**src/rtl/rv64_pkg.sv**
```systemverilog
// rv64_pkg: shared RV64 decode types and encoding constants.
package rv64_pkg;
    localparam logic [6:0] OPC_OP      = 7'b0110011;
    localparam logic [6:0] OPC_OP32    = 7'b0111011;
    localparam logic [6:0] OPC_OPIMM   = 7'b0010011;
    localparam logic [6:0] OPC_OPIMM32 = 7'b0011011;
    localparam logic [6:0] OPC_LOAD    = 7'b0000011;
    localparam logic [6:0] OPC_STORE   = 7'b0100011;
    localparam logic [6:0] OPC_BRANCH  = 7'b1100011;
    localparam logic [6:0] OPC_JAL     = 7'b1101111;
    localparam logic [6:0] OPC_JALR    = 7'b1100111;
    localparam logic [6:0] OPC_LUI     = 7'b0110111;
    localparam logic [6:0] OPC_AUIPC   = 7'b0010111;
    localparam logic [6:0] OPC_SYSTEM  = 7'b1110011;
    localparam logic [6:0] OPC_MISCMEM = 7'b0001111;
    localparam logic [6:0] F7_BASE     = 7'b0000000;
    localparam logic [6:0] F7_ALT      = 7'b0100000;
    localparam logic [6:0] F7_MULDIV   = 7'b0000001;
    typedef struct packed {
        logic [6:0]  opcode;
        logic [4:0]  rd;
        logic [4:0]  rs1;
        logic [4:0]  rs2;
        logic [2:0]  funct3;
        logic [6:0]  funct7;
        logic [11:0] imm;
        logic [63:0] imm64;
        logic        width_32;
    } decoded_inst_t;
endpackage

```
**src/rtl/rv64_inst_cracker.sv**
```systemverilog
// rv64_inst_cracker: combinational RV64 instruction word -> decoded fields + illegal flag.
// Ports: instr_i (raw 32-bit word), inst_o (decoded_inst_t), illegal_o (encoding not accepted).
// Config: RV64_DECODE_MEXT_EN makes funct7=0000001 on OP/OP-32 legal M-extension.
module rv64_inst_cracker
    import rv64_pkg::*;
#(
    parameter int XLEN = 64
) (
    input  logic [31:0]   instr_i,
    output decoded_inst_t inst_o,
    output logic          illegal_o
);
    logic [6:0]      opc, f7;
    logic [2:0]      f3;
    logic            is_i, is_shift, known, mext_ok, op_bad, opimm_bad, opimm32_bad;
    logic [XLEN-1:0] imm_x;

    assign opc      = instr_i[6:0];
    assign f3       = instr_i[14:12];
    assign f7       = instr_i[31:25];
    assign is_i     = opc inside {OPC_OPIMM, OPC_OPIMM32, OPC_LOAD, OPC_JALR};
    assign is_shift = f3 == 3'b001 || f3 == 3'b101;
    assign known    = opc inside {OPC_LUI, OPC_AUIPC, OPC_JAL, OPC_JALR, OPC_BRANCH, OPC_LOAD,
                                  OPC_STORE, OPC_OPIMM, OPC_OPIMM32, OPC_OP, OPC_OP32,
                                  OPC_MISCMEM, OPC_SYSTEM};
`ifdef RV64_DECODE_MEXT_EN
    // OP-32 has no word forms of MULH/MULHSU/MULHU
    assign mext_ok = f7 == F7_MULDIV && (opc == OPC_OP || !(f3 inside {3'b001, 3'b010, 3'b011}));
`else
    assign mext_ok = 1'b0;
`endif
    assign op_bad      = !mext_ok && ((f7 != F7_BASE && f7 != F7_ALT) ||
                                      (f7 == F7_ALT && !(f3 inside {3'b000, 3'b101})) ||
                                      (opc == OPC_OP32 && f3 inside {3'b010, 3'b011, 3'b100, 3'b110, 3'b111}));
    assign opimm_bad   = is_shift && !(instr_i[31:26] inside {6'b000000, 6'b010000});
    assign opimm32_bad = !(f3 inside {3'b000, 3'b001, 3'b101}) ||
                         (is_shift && !(instr_i[31:25] inside {F7_BASE, F7_ALT}));

    assign illegal_o = instr_i[1:0] != 2'b11 || !known ||
                       ((opc == OPC_OP || opc == OPC_OP32) && op_bad) ||
                       (opc == OPC_OPIMM && opimm_bad) ||
                       (opc == OPC_OPIMM32 && opimm32_bad) ||
                       (opc == OPC_JALR && f3 != 3'b000) ||
                       (opc == OPC_BRANCH && f3[2:1] == 2'b01) ||
                       (opc == OPC_LOAD && f3 == 3'b111) ||
                       (opc == OPC_STORE && f3[2]);

    always_comb begin
        imm_x = is_i ? {{(XLEN-12){instr_i[31]}}, instr_i[31:20]} :
                opc == OPC_STORE ? {{(XLEN-12){instr_i[31]}}, instr_i[31:25], instr_i[11:7]} :
                opc == OPC_BRANCH ? {{(XLEN-12){instr_i[31]}}, instr_i[7], instr_i[30:25], instr_i[11:8], 1'b0} :
                (opc == OPC_LUI || opc == OPC_AUIPC) ? {{(XLEN-32){instr_i[31]}}, instr_i[31:12], 12'b0} :
                opc == OPC_JAL ? {{(XLEN-20){instr_i[31]}}, instr_i[19:12], instr_i[20], instr_i[30:21], 1'b0} :
                '0;
    end

    always_comb begin
        inst_o.opcode   = opc;
        inst_o.rd       = instr_i[11:7];
        inst_o.rs1      = instr_i[19:15];
        inst_o.rs2      = instr_i[24:20];
        inst_o.funct3   = f3;
        inst_o.funct7   = f7;
        inst_o.imm      = is_i ? instr_i[31:20] : opc == OPC_STORE ? {instr_i[31:25], instr_i[11:7]} : 12'd0;
        inst_o.imm64    = imm_x;
        inst_o.width_32 = opc == OPC_OP32 || opc == OPC_OPIMM32;
    end
endmodule

```
**src/rtl/rv64_decode_stage.sv**
```systemverilog
// rv64_decode_stage: registered decode stage with 2-entry skid buffer between fetch and execute.
// Ports: clk, rst_n (async active-low), flush (drop all held entries);
//        fetch side in_valid/in_ready(registered)/in_pc/in_instr;
//        execute side out_valid/out_ready/out_pc/out_inst/out_illegal.
// Config: RV64_DECODE_MEXT_EN (see rv64_inst_cracker) enables M-extension decode.
module rv64_decode_stage
    import rv64_pkg::*;
#(
    parameter int XLEN = 64,
    parameter int PC_W = 64
) (
    input  logic            clk,
    input  logic            rst_n,
    input  logic            flush,
    input  logic            in_valid,
    output logic            in_ready,
    input  logic [PC_W-1:0] in_pc,
    input  logic [31:0]     in_instr,
    output logic            out_valid,
    input  logic            out_ready,
    output logic [PC_W-1:0] out_pc,
    output decoded_inst_t   out_inst,
    output logic            out_illegal
);
    localparam logic [1:0] EMPTY = 2'd0, ONE = 2'd1, FULL = 2'd2;

    logic [1:0]      state_q, state_d;
    logic            in_ready_q, in_x, out_x, dec_ill;
    decoded_inst_t   dec_inst, main_inst_q, main_inst_d, skid_inst_q, skid_inst_d;
    logic [PC_W-1:0] main_pc_q, main_pc_d, skid_pc_q, skid_pc_d;
    logic            main_ill_q, main_ill_d, skid_ill_q, skid_ill_d;

    rv64_inst_cracker #(.XLEN(XLEN)) u_cracker (
        .instr_i   (in_instr),
        .inst_o    (dec_inst),
        .illegal_o (dec_ill)
    );

    assign in_x = in_valid && in_ready_q;
    assign out_x = out_valid && out_ready;

    always_comb begin
        state_d     = state_q;
        main_pc_d   = main_pc_q;
        main_inst_d = main_inst_q;
        main_ill_d  = main_ill_q;
        skid_pc_d   = skid_pc_q;
        skid_inst_d = skid_inst_q;
        skid_ill_d  = skid_ill_q;
        if (flush) begin
            state_d = EMPTY;
        end else if (state_q == EMPTY || (state_q == ONE && in_x && out_x)) begin
            if (in_x) begin
                state_d     = ONE;
                main_pc_d   = in_pc;
                main_inst_d = dec_inst;
                main_ill_d  = dec_ill;
            end
        end else if (state_q == ONE) begin
            if (in_x) begin
                state_d     = FULL;
                skid_pc_d   = in_pc;
                skid_inst_d = dec_inst;
                skid_ill_d  = dec_ill;
            end else if (out_x) begin
                state_d = EMPTY;
            end
        end else if (out_x) begin
            // in_ready is low in FULL, so only the skid entry can advance
            state_d     = ONE;
            main_pc_d   = skid_pc_q;
            main_inst_d = skid_inst_q;
            main_ill_d  = skid_ill_q;
        end
    end

    always_ff @(posedge clk or negedge rst_n) begin
        if (!rst_n) begin
            state_q     <= EMPTY;
            in_ready_q  <= 1'b1;
            main_pc_q   <= '0;
            main_inst_q <= '0;
            main_ill_q  <= 1'b0;
            skid_pc_q   <= '0;
            skid_inst_q <= '0;
            skid_ill_q  <= 1'b0;
        end else begin
            state_q     <= state_d;
            in_ready_q  <= state_d != FULL;
            main_pc_q   <= main_pc_d;
            main_inst_q <= main_inst_d;
            main_ill_q  <= main_ill_d;
            skid_pc_q   <= skid_pc_d;
            skid_inst_q <= skid_inst_d;
            skid_ill_q  <= skid_ill_d;
        end
    end

    assign in_ready    = in_ready_q;
    assign out_valid   = state_q != EMPTY;
    assign out_pc      = main_pc_q;
    assign out_inst    = main_inst_q;
    assign out_illegal = main_ill_q;
endmodule

```
**config.mk**
```make
export PLATFORM = sky130hd
export DESIGN_NAME = rv64_decode_stage
export DESIGN_NICKNAME = d
export VERILOG_FILES = /design/src/rtl/rv64_pkg.sv /design/src/rtl/rv64_inst_cracker.sv /design/src/rtl/rv64_decode_stage.sv
export SDC_FILE = /design/constraint.sdc
export NUM_CORES = 1
export LEC_CHECK = 0
export ABC_CLOCK_PERIOD_IN_PS = 2700
export CORE_ASPECT_RATIO = 0.9
export CORE_UTILIZATION = 45
export CTS_CLUSTER_SIZE = 30
export DETAILED_ROUTE_END_ITERATION = 12
export PLACE_DENSITY = 0.72
export SLEW_MARGIN = 20
export SYNTH_ARGS = -nofsm -noshare
export SYNTH_HDL_FRONTEND = slang
export SYNTH_SLANG_ARGS = --single-unit
```
**constraint.sdc**
```tcl
create_clock -name clk -period 2.7 [get_ports clk]
set_input_delay 0.54 -clock clk [delete_from_list [all_inputs] [get_ports clk]]
set_output_delay 0.54 -clock clk [all_outputs]
set_load 0.02 [all_outputs]
```
Yosys cells after proc, flatten, opt, wreduce, memory -nomap -nowiden
Index checks and enable logic that the tools add are counted.
{"block": "totals", "reg_bits": 351, "latchBits": 0, "ram_bits": 0, "mem_bits_ro": 0, "in_bits": 101, "output_inout_bits": 176, "elab_cells": 135, "n_memories": 0}
{"block": "classes", "addsub": 0, "multipliers": 0, "n_div": 0, "magnitude_cmp": 0, "n_eq_ne": 29, "shifts": 0, "n_mux": 26, "n_bitwise": 2, "n_reduce_logical": 54}
{"cell": "$mux W64", "n": 9}
{"cell": "$mux W109", "n": 4}
{"cell": "$eq A7 B6 Y1 const B", "n": 5}
{"cell": "$eq A7 B7 Y1 const B", "n": 4}
{"cell": "$mux W12", "n": 2}
{"cell": "$eq A7 B5 Y1 const B", "n": 3}
{"cell": "$logic_and A1 B1 Y1", "n": 16}
{"cell": "$logic_or A1 B1 Y1", "n": 16}
{"cell": "$mux W2", "n": 7}
{"cell": "$reduce_bool A13 Y1", "n": 1}
{"cell": "$eq A3 B3 Y1 const B", "n": 4}
{"cell": "$reduce_bool A2 Y1", "n": 5}
{"cell": "$ne A2 B2 Y1 const B", "n": 4}
{"cell": "$reduce_and A4 Y1", "n": 2}
{"cell": "$eq A7 B2 Y1 const B", "n": 1}
{"cell": "$eq A7 B4 Y1 const B", "n": 1}
{"cell": "$logic_not A7 Y1", "n": 1}
{"cell": "$ne A7 B6 Y1 const B", "n": 1}
{"cell": "$reduce_bool A7 Y1", "n": 1}
{"cell": "$eq A3 B2 Y1 const B", "n": 2}
{"cell": "$eq A6 B5 Y1 const B", "n": 1}
{"cell": "$logic_not A6 Y1", "n": 1}
{"cell": "$reduce_bool A3 Y1", "n": 2}
{"cell": "$logic_not A1 Y1", "n": 5}
{"cell": "8 further kinds", "n": 13}

Logic depth before layout (Yosys ltp)
Gate-level depths: netlist of the first run.
{"block": "depth", "ltp_word": 16, "ltp_mapped": 9, "mapped_depth_nobuf": 6}

Modules after synthesis
From an unflattened synthesis of the first run, not the netlist that was laid out.
{"block": "hier_totals", "cells_unflattened": 1590, "area_unflattened_um2": 17543.1}
{"mod": "rv64_decode_stage", "n_inst": 1, "cells_each": 1412, "area_each_um2": 16269.4, "seq_area_each_um2": 8784.7}
{"mod": "rv64_inst_cracker", "n_inst": 1, "cells_each": 178, "area_each_um2": 1273.7, "seq_area_each_um2": 0.0}

Worst setup path before layout of the first run
OpenSTA, ideal clock, no wires.
{"block": "synth_path", "kind": "input-to-reg", "startpoint": "input port in_valid", "endpoint": "register skid_inst_q[12] in the netlist's numbering", "setup_time_ns": 0.125, "arrival_ns": 1.939, "required_ns": 2.575, "path_slack_ns": 0.636, "path_stages": 7, "path_buffers": 4, "cell_sequence": "and2_0 > clkbuf_1 > nand2_1 > buf_2 > clkbuf_1 > buf_2 > mux2_2"}
{"block": "synth_between", "elab_chain_len": 6}
{"item": "start: declaration", "line": "rv64_decode_stage.sv:15", "text": "input logic in_valid,"}
{"item": "$logic_and A1 B1 Y1 *", "line": "rv64_decode_stage.sv:39", "text": "assign in_x = in_valid && in_ready_q;"}
{"item": "$logic_and A1 B1 Y1 (2 in series)", "line": "rv64_decode_stage.sv:52", "text": "end else if (state_q == EMPTY || (state_q == ONE && in_x && out_x)) begin"}
{"item": "$logic_or A1 B1 Y1", "line": "rv64_decode_stage.sv:52"}
{"item": "$not A1 Y1 (no source line)"}
{"item": "$reduce_and A4 Y1 (no source line) *"}
{"item": "end signal: assignment", "line": "rv64_decode_stage.sv:94", "text": "skid_inst_q <= skid_inst_d;"}
{"item": "end: declaration", "line": "rv64_decode_stage.sv:29", "text": "decoded_inst_t dec_inst, main_inst_q, main_inst_d, skid_inst_q, skid_inst_d;"}
Every way passes the cells marked *; elsewhere a longest branch is shown, timed or not.
A chain may end at the register's enable or synchronous reset.

Worst setup path in the final report of the first run
{"block": "layout_path", "startpoint": "register state_q[0]", "endpoint": "output port out_valid"}
{"block": "layout_between", "elab_chain_len": 1}
{"item": "start: declaration", "line": "rv64_decode_stage.sv:27", "text": "logic [1:0] state_q, state_d;"}
{"item": "start signal: assignment", "line": "rv64_decode_stage.sv:88", "text": "state_q <= state_d;"}
{"item": "$reduce_bool A2 Y1", "line": "rv64_decode_stage.sv:100", "text": "assign out_valid = state_q != EMPTY;"}
{"item": "end: declaration", "line": "rv64_decode_stage.sv:19", "text": "output logic out_valid,"}
No other way between the ends.

==> results of run 1 <==
[registers in the layout, summed over array words and instances (netlist names)]
name	cells
in_ready	1
out_inst	76
skid_ill_q	1
out_illegal	1
out_pc	64
state_q	2
skid_pc_q	64
skid_inst_q	76
[placed cells by master (no fill, tap or decap), types with 2 or more instances in the layout]
cell type / count
a21oi_1: 51
a22o_1: 4
inv_1: 3
buf_4: 35
nand3_1: 15
dfrtp_1: 284
clkinvlp_4: 2
and3_1: 4
o21ai_1: 20
and2_1: 3
nor2_1: 138
clkinv_2: 4
nand2_1: 285
a22oi_1: 16
buf_12: 24
a21oi_2: 3
or2_1: 2
clkbuf_1: 5
a211oi_1: 8
a31oi_1: 97
o21ai_0: 73
clkbuf_8: 8
nor3b_1: 2
nor2b_1: 9
clkdlybuf4s50_1: 275
bufinv_16: 4
clkbuf_16: 31
nor3_1: 3
a211o_1: 2
mux2_2: 103
o21ai_2: 3
nand4_1: 2
[Yosys cell counts, types with 2 or more instances]
| cell type | n | area (um2) |
|---|---|---|
| and2_1 | 3 | 18.8 |
| o21ai_0 | 73 | 365 |
| nand3_1 | 15 | 75.1 |
| a21oi_1 | 51 | 255 |
| nand4_1 | 2 | 12.5 |
| buf_2 | 38 | 190 |
| inv_1 | 3 | 11.3 |
| a22o_1 | 4 | 35.0 |
| o21ai_1 | 20 | 100 |
| nor2_1 | 138 | 518 |
| nor3b_1 | 2 | 15.0 |
| mux2_2 | 103 | 1160 |
| nor3_1 | 4 | 20.0 |
| and3_1 | 4 | 25.0 |
| or3_1 | 2 | 12.5 |
| a211oi_1 | 8 | 60.1 |
| a21oi_2 | 4 | 35.0 |
| a211o_1 | 2 | 17.5 |
| or2_1 | 2 | 12.5 |
| buf_6 | 2 | 22.5 |
| nor2b_1 | 9 | 56.3 |
| buf_4 | 35 | 263 |
| buf_1 | 12 | 45.0 |
| a31oi_1 | 97 | 607 |
| nand2_1 | 286 | 1070 |
| clkbuf_1 | 47 | 176 |
| dfrtp_1 | 284 | 7110 |
| o21ai_2 | 3 | 26.3 |
| a22oi_1 | 16 | 120 |
[logic make-up after synthesis]
family / after synthesis / synth area share [%]
XOR/XNOR: 2 / 0.139
multiplexers: 103 / 9.18
AO/OA/AOI/OAI: 288 / 13.6
buffers and inverters: 137 / 5.61
flip-flops: 285 / 56.5
AND/OR/NAND/NOR: 474 / 15.0
[power by group through the flow]
stage | sequential [mW] | combinational, mW | clock (mW)
floorplan | 6.08 | 1.27 | 0
global placement | 5.63 | 3.24 | 0
detailed placement | 5.68 | 3.31 | 0
CTS | 5.62 | 3.32 | 4.49
global route | 5.71 | 3.56 | 4.66
finish | 5.62 | 3.29 | 4.40
[worst reg2reg max path: stages, from the launching register on]
cell and delay, ns:
dfrtp_1 0.47, or2_1 0.28, nor2b_1 0.15, or3_2 0.75
buf_4 0.29, nand2_1 0.06, o21ai_0 0.07
[area by class of cell]
type / instances / area [um2]
sequential: 285 / 7130
clock buffer: 44 / 905
timing repair buffer: 336 / 3520
tap: 354 / 443
inverter: 3 / 11.3
multi-input combinational: 867 / 4820
fill: 2221 / 10300
clock inverter: 11 / 164
[routing by layer]
metal	GRT usage, %	vias up
li1	-	4837
met1	33.2	5062
met2	37.5	303
met3	6.06	51
met4	5.78	0
met5	0	-
[metrics by stage]
stage | utilization, % | setup slack, ns | cell area, um2
2_1_floorplan | - | 0.636 | 12600
3_3_place_gp | 58.3 | 0.156 | 15900
3_5_place_dp | 58.3 | 0.0819 | 15900
4_1_cts | 62.2 | 0.304 | 17000
5_1_grt | 62.2 | 0.233 | 17000
6_report | 62.2 | 0.329 | 17000
[path summary, 6_finish.rpt]
check	slack, ns	startpoint	to	cells after the start
min	0.48	skid_inst_q[17]	skid_inst_q[17]	2
max in group asynchronous	1.41	rst_n	out_pc[47]	3
min in group asynchronous	0.53	rst_n	out_inst[63]	2
max	0.33	state_q[0]	out_valid	2
min reg2reg	0.48	skid_inst_q[17]	skid_inst_q[17]	2
max reg2reg	0.50	state_q[0]	out_inst[2]	6
[repair_timing]
item                                    in CTS  in global routing
endpoints found under the setup margin       0                  0
buffers inserted                             0                  0
hold buffers                                 1                  0
endpoints found under the hold margin       57                  0
==> flow_metrics.tcl, run 1 <==
set metrics [dict create \
    outcome "finished clean" \
    holdCritPathClass "reg2reg" \
    firstDrtPassIters 5 \
    avgViaCountPerCell 5.40 \
    netlist_area_mm2 0.0126 \
    ys_seq_elements 285 \
    power.switching_mw 3.86 \
    leakagePower_nw 7.21 \
    finClkSkew_ns 0.0185 \
    syn-instance-count 1289 \
    worstPathRequired_ns 2.16 \
    top_layer_used "met4" \
    path_cells "or2_1 > clkdlybuf4s50_1" \
    cts_made_buffers 30 \
    fin_cells 1900 \
    gp_congestion 0.911 \
    yosysSeqAreaShare_pct 56.5 \
    ys_types 49 \
    slew_viol_final 0 \
    setup.worst_path.start_class "flip-flop" \
    hold-worst-slack_ns 0.479 \
    die_w_um 179 \
    post-route-period-util_pct 87.8 \
    dp_cells 1844 \
    peakVddDrop_mv 0.527 \
    seqPwrFrac_pct 42.2 \
    finalHoldViolCount 0 \
    drc 0 \
    max_slew_margin_pct 56.2 \
    grtUsageTotal_pct 23.9 \
    dp_hpwl_um 23100 \
    drt_wl_total_um 34200 \
    antenna_found_initial 0 \
    power_frac_comb_pct 24.7 \
    synth-main-ff-cell "dfrtp_1" \
    grt_pass1_vias 10200 \
    num_io_pins 277 \
    async_reset_ff_share_pct 100 \
    clock_power_share_pct 33.1 \
    met1_length_um 15100 \
    finalPower_mw 13.3 \
    tightest_slew_ns 0.657 \
    internal_power_mw 9.45 \
    switching_share_pct 29.0 \
    grt_max_degree 112 \
    powerDensity_mw_per_mm2 783 \
    post_cts_resized 0 \
    wl_per_cell_um 18.0 \
    critPathBufInv 1 \
    crit_path_end_kind "output port" \
    placementRows 57 \
    cts.sinks 285 \
    wl_met3_um 2710 \
    finish.net_count 1624 \
    vias 10300 \
    clock.fmax_mhz 422 \
    layout-drive-gt1-share_pct 14.7 \
    cts_buffer_depth 3 \
    drtAntennaViolNets 0 \
    critical_path_class "reg2out" \
    fin_setup_tns_ns 0 \
    max_cap_violations 0 \
    core_mm2 0.0273 \
    clockRootBuffer "clkbuf_16" \
    io_buffers 276 \
    finalSetupViolations 0 \
    rsz0062_at_grt "false" \
    path_delay_family "buffers and inverters" \
    synth.avg_cell_area_um2 9.80 \
    start_util_pct 46.3 \
    htreeDepth 1 \
    cts_tree "yes" \
    slowest_delay_ns 0.54 \
    finalCriticalPeriod_ns 2.37 \
    cts.clk_slew.worst_paths_ns 0.06 \
    syn-num-nets 1390 \
    cp_slowest_cell "clkdlybuf4s50_1" \
    worstPathArrival_ns 1.83 \
    die_area_mm2 0.0287 \
    grt_pass1_wl_um 54700 \
    insertedDiodeCount 0 \
    area_delta_synth_final_pct 34.5 \
    die_h_um 161 \
    drt-initial-drc-count 892 \
    crit_fanout 7 \
    globalRoute.totalOverflow 0 \
    wl_met2_um 15700 \
    ys_warn_count 0 \
    insertion_delay_ns 0.55 \
    synth_edf_count 0 \
]
Power figures use the tool's default switching activity.
==> run 2: changes to the inputs <==
CORE_UTILIZATION = 50   (was 45)
PLACE_DENSITY = 0.79   (was 0.72)
SKIP_LAST_GASP = 1   (was unset)
==> run 2 against run 1 <==
Combinational power barely moved. Cell area fell by 1.3%. Count of clock-buffer cells in the layout rose by 3. Largest cell class unchanged. Setup slack got worse by 0.032 ns. Critical path depth did not move. Wire length barely moved. First-iteration DRC count rose by 4.8%. Flip-flop and latch count did not move. Register-to-register slack got worse by 0.08 ns. Sequential share of layout area rose by 0.54 points. Die area fell by 9.9%.
==> flow_metrics.tcl, run 2 (same netlist as run 1, synthesis figures left out) <==
set metrics [dict create \
    outcome "finished clean" \
    wl_per_cell_um 18.2 \
    finClkSkew_ns 0.0236 \
    die_area_mm2 0.0259 \
    hold_depth 2 \
    rsz0062_at_grt "false" \
    slew_viol_final 0 \
    timing.rr.end "out_inst[28]" \
    powerDensity_mw_per_mm2 772 \
    io_buffers 276 \
    die_w_um 170 \
    worstPathArrival_ns 1.86 \
    cts_made_buffers 30 \
    clock.fmax_mhz 416 \
    grt_pass1_vias 10100 \
    crit_end "out_inst[38]" \
    drt_wl_total_um 34200 \
    dp_hpwl_um 22700 \
    grtUsageTotal_pct 26.3 \
    critical_path_class "reg2out" \
    internal_power_mw 9.13 \
    leakagePower_nw 7.12 \
    fin_setup_tns_ns 0 \
    max_cap_violations 0 \
    finish.net_count 1617 \
    crit_path_end_kind "output port" \
    vias 10400 \
    drtAntennaViolNets 0 \
    placementRows 54 \
    avgViaCountPerCell 5.55 \
    grt_max_degree 91 \
    cts_buffer_depth 3 \
    peakVddDrop_mv 0.609 \
    antenna_found_initial 2 \
    cts_tree "yes" \
    switching_share_pct 29.6 \
    area_delta_synth_final_pct 32.9 \
    num_io_pins 277 \
    drt-initial-drc-count 935 \
    drc 0 \
    design_area_mm2 0.0168 \
    finalCriticalPeriod_ns 2.40 \
    globalRoute.totalOverflow 0 \
    crit_start "out_inst[63]" \
    cts.clk_slew.worst_paths_ns 0.06 \
    max_slew_margin_pct 64.8 \
    firstDrtPassIters 5 \
    clockRootBuffer "clkbuf_16" \
    worstPathRequired_ns 2.16 \
    post-route-period-util_pct 89.0 \
    seqPwrFrac_pct 43.5 \
    power.switching_mw 3.83 \
    fillers 1828 \
    cts.sinks 285 \
    start_util_pct 51.5 \
    cts_setup_buffers 0 \
    layout-drive-gt1-share_pct 14.0 \
    insertion_delay_ns 0.55 \
    placed_cell_area_mm2 0.0158 \
    grt_pass1_wl_um 54500 \
    r2r_slack_ns 0.42 \
    finalSetupViolations 0 \
    die_h_um 153 \
    reg2reg_depth 6 \
    core_mm2 0.0245 \
    holdCritPathClass "reg2reg" \
    post_cts_resized 0 \
    gp_congestion 0.933 \
    final_common_cell "nand2_1" \
    setup.worst_path.start_class "flip-flop" \
    crit_fanout 32 \
    clock_power_share_pct 31.2 \
    power_frac_comb_pct 25.3 \
    final_cell_mix "nand2_1 (285), dfrtp_1 (284), clkdlybuf4s50_1 (275)" \
    cts_hold_buf 1 \
    tightest_slew_ns 0.528 \
    finalHoldViolCount 0 \
    reg2reg_from "state_q[1]" \
    htreeDepth 1 \
]
run 2: changes by cell type in the layout (fill, tap and decap cells not counted), moves of 3 or more:
cell and change:
clkbuf_1 +4, bufinv_16 -3, buf_12 -4, buf_4 -3
run 2: layout make-up:
| type | instances | area (um2) | area share (%) |
|---|---|---|---|
| Timing Repair Buffer | 329 | 3420 | 20.4 |
| Clock buffer | 47 | 906 | 5.40 |
| Sequential cell | 285 | 7130 | 42.5 |
| Multi-Input combinational cell | 867 | 4820 | 28.7 |
| Inverter | 3 | 11.3 | 0.0671 |
| Clock inverter | 8 | 71.3 | 0.425 |
| Antenna cell | 1 | 2.50 | 0.0149 |
| Tap cell | 336 | 420 | 2.50 |
run 2: how the worst min path moves through the flow:
stage / endpoint / startpoint / slack (ns)
after floorplan: out_illegal / rst_n / 0.24
after global placement: skid_inst_q[19] / skid_inst_q[19] / 0.46
after detailed placement: skid_inst_q[15] / skid_inst_q[15] / 0.47
after CTS: skid_inst_q[15] / skid_inst_q[15] / 0.48
after global routing: skid_inst_q[15] / skid_inst_q[15] / 0.50
final: out_inst[0] / out_inst[0] / 0.48
run 2: power by group through the flow:
stage          clock network, mW  registers [mW]  logic (mW)
6_report                    4.05            5.63        3.28
5_1_grt                     4.28            5.73        3.52
4_1_cts                     4.11            5.63        3.30
3_5_place_dp                   0            5.69        3.28
3_3_place_gp                   0            5.64        3.19
2_1_floorplan                  0            6.08        1.27
run 2: critical path, cell delays in order (launching register included):
cell,delay [ns]
dfrtp_1,0.36
buf_4,0.29
clkdlybuf4s50_1,0.67
run 2: per-layer routing:
layer	track usage, %	routed length (um)	part of all wire (%)	up-vias
met5	0	13	0.038	-
met2	42.7	16200	47	379
met1	35.6	14600	43	5134
met4	6.91	812	2.4	2
met3	5.77	2550	7.5	59
li1	-	-	-	4831
run 2: metrics by stage:
| stage | setup WS [ns] | util, % | power, mW | std cells | hold WS (ns) |
|---|---|---|---|---|---|
| 5_1_grt | 0.180 | 68.4 | 13.5 | 1876 | 0.497 |
| 3_5_place_dp | 0.0527 | 64.4 | 8.97 | 1819 | 0.466 |
| 6_report | 0.296 | 68.4 | 13.0 | 1876 | 0.477 |
| 3_3_place_gp | 0.153 | 64.4 | 8.83 | 1819 | 0.457 |
| 4_1_cts | 0.245 | 68.4 | 13.0 | 1875 | 0.480 |
| 2_1_floorplan | 0.636 | - | 7.34 | 1289 | 0.244 |
==> run 3: changes to the inputs <==
ABC_AREA = 1   (was unset)
CORE_UTILIZATION = 55   (was 50)
PLACE_DENSITY = 0.85   (was 0.79)
==> run 3 against run 2 <==
Register-to-register slack gained 0.12 ns. Critical path type unchanged. Synthesized cell count grew 25%. Global-route usage grew 2.9 points. Clock skew shrank 0.011 ns. Highest routed layer is now met4. Area after synthesis grew 3.3%. Largest power group is now combinational logic. Critical endpoint is now out_inst[48]. Clock power grew 2%.
==> flow_metrics.tcl, run 3 <==
set metrics [dict create \
    final_common_cell "nand2_1" \
    syn-num-nets 1709 \
    grt_pass1_vias 11000 \
    tightest_slew_ns 0.624 \
    grt_pass1_wl_um 56500 \
    synth-main-ff-cell "dfrtp_1" \
    drt_wl_total_um 35200 \
    placementRows 53 \
    ys_types 28 \
    synth_area_leaders "dfrtp_1 (54%), nand2_1 (14%), o21ai_0 (10%)" \
    synth.avg_cell_area_um2 8.12 \
    synth_area_leader_cell "dfrtp_1" \
    outcome "finished clean" \
    synthTopCellsByCount "nand2_1 (483), dfrtp_1 (284), o21ai_0 (266)" \
    path_delay_family "buffers and inverters" \
    htreeDepth 1 \
    yosysSeqAreaShare_pct 54.6 \
    crit_fanout 34 \
    critPathBufInv 2 \
    insertedDiodeCount 0 \
    die_h_um 148 \
    vias 11700 \
    setup.worst_path.start_class "flip-flop" \
    cts_tree "yes" \
    cts.sinks 285 \
    slowest_delay_ns 0.69 \
    fin_setup_tns_ns 0 \
    critical_path_class "reg2out" \
    crit_path_end_kind "output port" \
    syn-instance-count 1608 \
    finalSetupViolations 0 \
    firstDrtPassIters 6 \
    antenna_found_initial 0 \
    cts_setup_buffers 0 \
    dp_cells 2090 \
    peakVddDrop_mv 0.674 \
    wl_per_cell_um 16.4 \
    clock.fmax_mhz 420 \
    finish.net_count 1921 \
    netlist_area_mm2 0.0131 \
    gp_congestion 0.896 \
    cts_buffer_depth 3 \
    max_cap_violations 0 \
    hold_depth 2 \
    die_w_um 164 \
    max_slew_margin_pct 58.4 \
    fin_cells 2144 \
    io_buffers 276 \
    start_util_pct 55.9 \
    cts.clk_slew.worst_paths_ns 0.06 \
    layout-drive-gt1-share_pct 6.41 \
    path_cells "buf_4 > clkdlybuf4s50_1" \
    worstPathArrival_ns 1.84 \
    area_delta_synth_final_pct 29.9 \
    post-route-period-util_pct 88.1 \
    num_io_pins 277 \
    dp_hpwl_um 23900 \
    yosysMostFrequentCell "nand2_1" \
    finalCriticalPeriod_ns 2.38 \
    reg2reg_depth 10 \
    insertion_delay_ns 0.54 \
    synth_top_area_share_pct 54.4 \
    drc 0 \
    cts_made_buffers 29 \
    synth_edf_count 0 \
    die_area_mm2 0.0244 \
    cp.depth 2 \
    rsz0062_at_grt "false" \
    grt_max_degree 164 \
    globalRoute.totalOverflow 0 \
    slew_viol_final 0 \
    avgViaCountPerCell 5.46 \
    grtUsageTotal_pct 29.2 \
    final_cell_mix "nand2_1 (482), dfrtp_1 (284), clkdlybuf4s50_1 (275)" \
    ys_seq_elements 285 \
    cts_hold_buf 1 \
    core_mm2 0.0233 \
    clockRootBuffer "clkbuf_16" \
    cp_slowest_cell "clkdlybuf4s50_1" \
    holdCritPathClass "reg2reg" \
    drt-initial-drc-count 1382 \
    post_cts_resized 0 \
    drtAntennaViolNets 0 \
    finClkSkew_ns 0.0124 \
    async_reset_ff_share_pct 100 \
    finalPower_mw 19.8 \
    leakagePower_nw 8.25 \
    finalHoldViolCount 0 \
    powerDensity_mw_per_mm2 1170 \
    worstPathRequired_ns 2.16 \
    ys_warn_count 0 \
]
-- run 3: changes by cell type after synthesis, moves of 8 or more --
cell | previous run | this run
nand2_1 | 286 | 483
buf_1 | 12 | 4
a21oi_1 | 51 | 43
o21ai_0 | 73 | 266
nor2_1 | 138 | 91
inv_1 | 3 | 120
a211oi_1 | 8 | 0
a31oi_1 | 97 | 20
nand4_1 | 2 | 11
nand3_1 | 15 | 41
mux2_2 | 103 | 0
nor2b_1 | 9 | 0
o21ai_1 | 20 | 76
a22oi_1 | 16 | 0
-- run 3: worst reg2reg max path, cell delays in order (launching register included) --
cell,delay (ns)
dfstp_2,0.55
nand2_1,0.11
nor2_4,0.14
nand2_1,0.14
nand2_8,0.12
inv_1,0.06
nand2_1,0.09
nand2_4,0.16
buf_12,0.30
nand2_1,0.26
o21ai_0,0.09
-- run 3: cells by family (layout without fill, tap and decap cells) --
| family | after synthesis | after routing | synth area share (%) |
|---|---|---|---|
| AND/OR/NAND/NOR | 648 | 648 | 19.9 |
| AO/OA/AOI/OAI | 414 | 414 | 16.4 |
| flip-flops | 285 | 285 | 54.6 |
| buffers and inverters | 261 | 495 | 9.08 |
-- run 3: final cells by class --
cell class                 count  area (um2)
clock buffer                  42         855
clock inverter                11         140
sequential                   285        7130
inverter                     127         482
fill                        1755        6390
multi-input combinational   1062        4750
timing repair buffer         315        3210
tap                          302         378
-- run 3: worst paths after layout --
| kind | slack [ns] | startpoint | end |
|---|---|---|---|
| worst min-delay path | 0.48 | skid_inst_q[7] | skid_inst_q[7] |
| worst max register to register | 0.54 | in_ready | out_inst[91] |
| worst min register to register | 0.48 | skid_inst_q[7] | skid_inst_q[7] |
| max in group asynchronous | 1.39 | rst_n | in_ready |
| min in group asynchronous | 0.53 | rst_n | out_pc[17] |
| worst max-delay path | 0.32 | out_inst[63] | out_inst[48] |
-- run 3: stage by stage --
stage                     worst slack, ns  utilization, %  cell area, um2  hold WS, ns
after floorplan                     0.892               -           13100        0.244
after global placement              0.120            68.3           15900        0.451
after detailed placement           0.0478            68.3           15900        0.468
after CTS                           0.299            72.6           17000        0.482
after global routing                0.259            72.6           17000        0.501
final                               0.321            72.6           17000        0.479
-- run 3: where the power goes --
| group | switching, mW | total (mW) | internal [mW] |
|---|---|---|---|
| registers | 1.06 | 7.22 | 6.16 |
| logic | 4.90 | 8.43 | 3.53 |
| clock network | 1.65 | 4.13 | 2.48 |
-- run 3: per-layer routing --
| layer | share of wire (%) | up-vias | track usage, % |
|---|---|---|---|
| li1 | - | 5563 | - |
| met5 | 0 | - | 0 |
| met2 | 47 | 494 | 46.0 |
| met1 | 43 | 5566 | 42.6 |
| met3 | 7.4 | 73 | 4.18 |
| met4 | 2.5 | 0 | 7.52 |
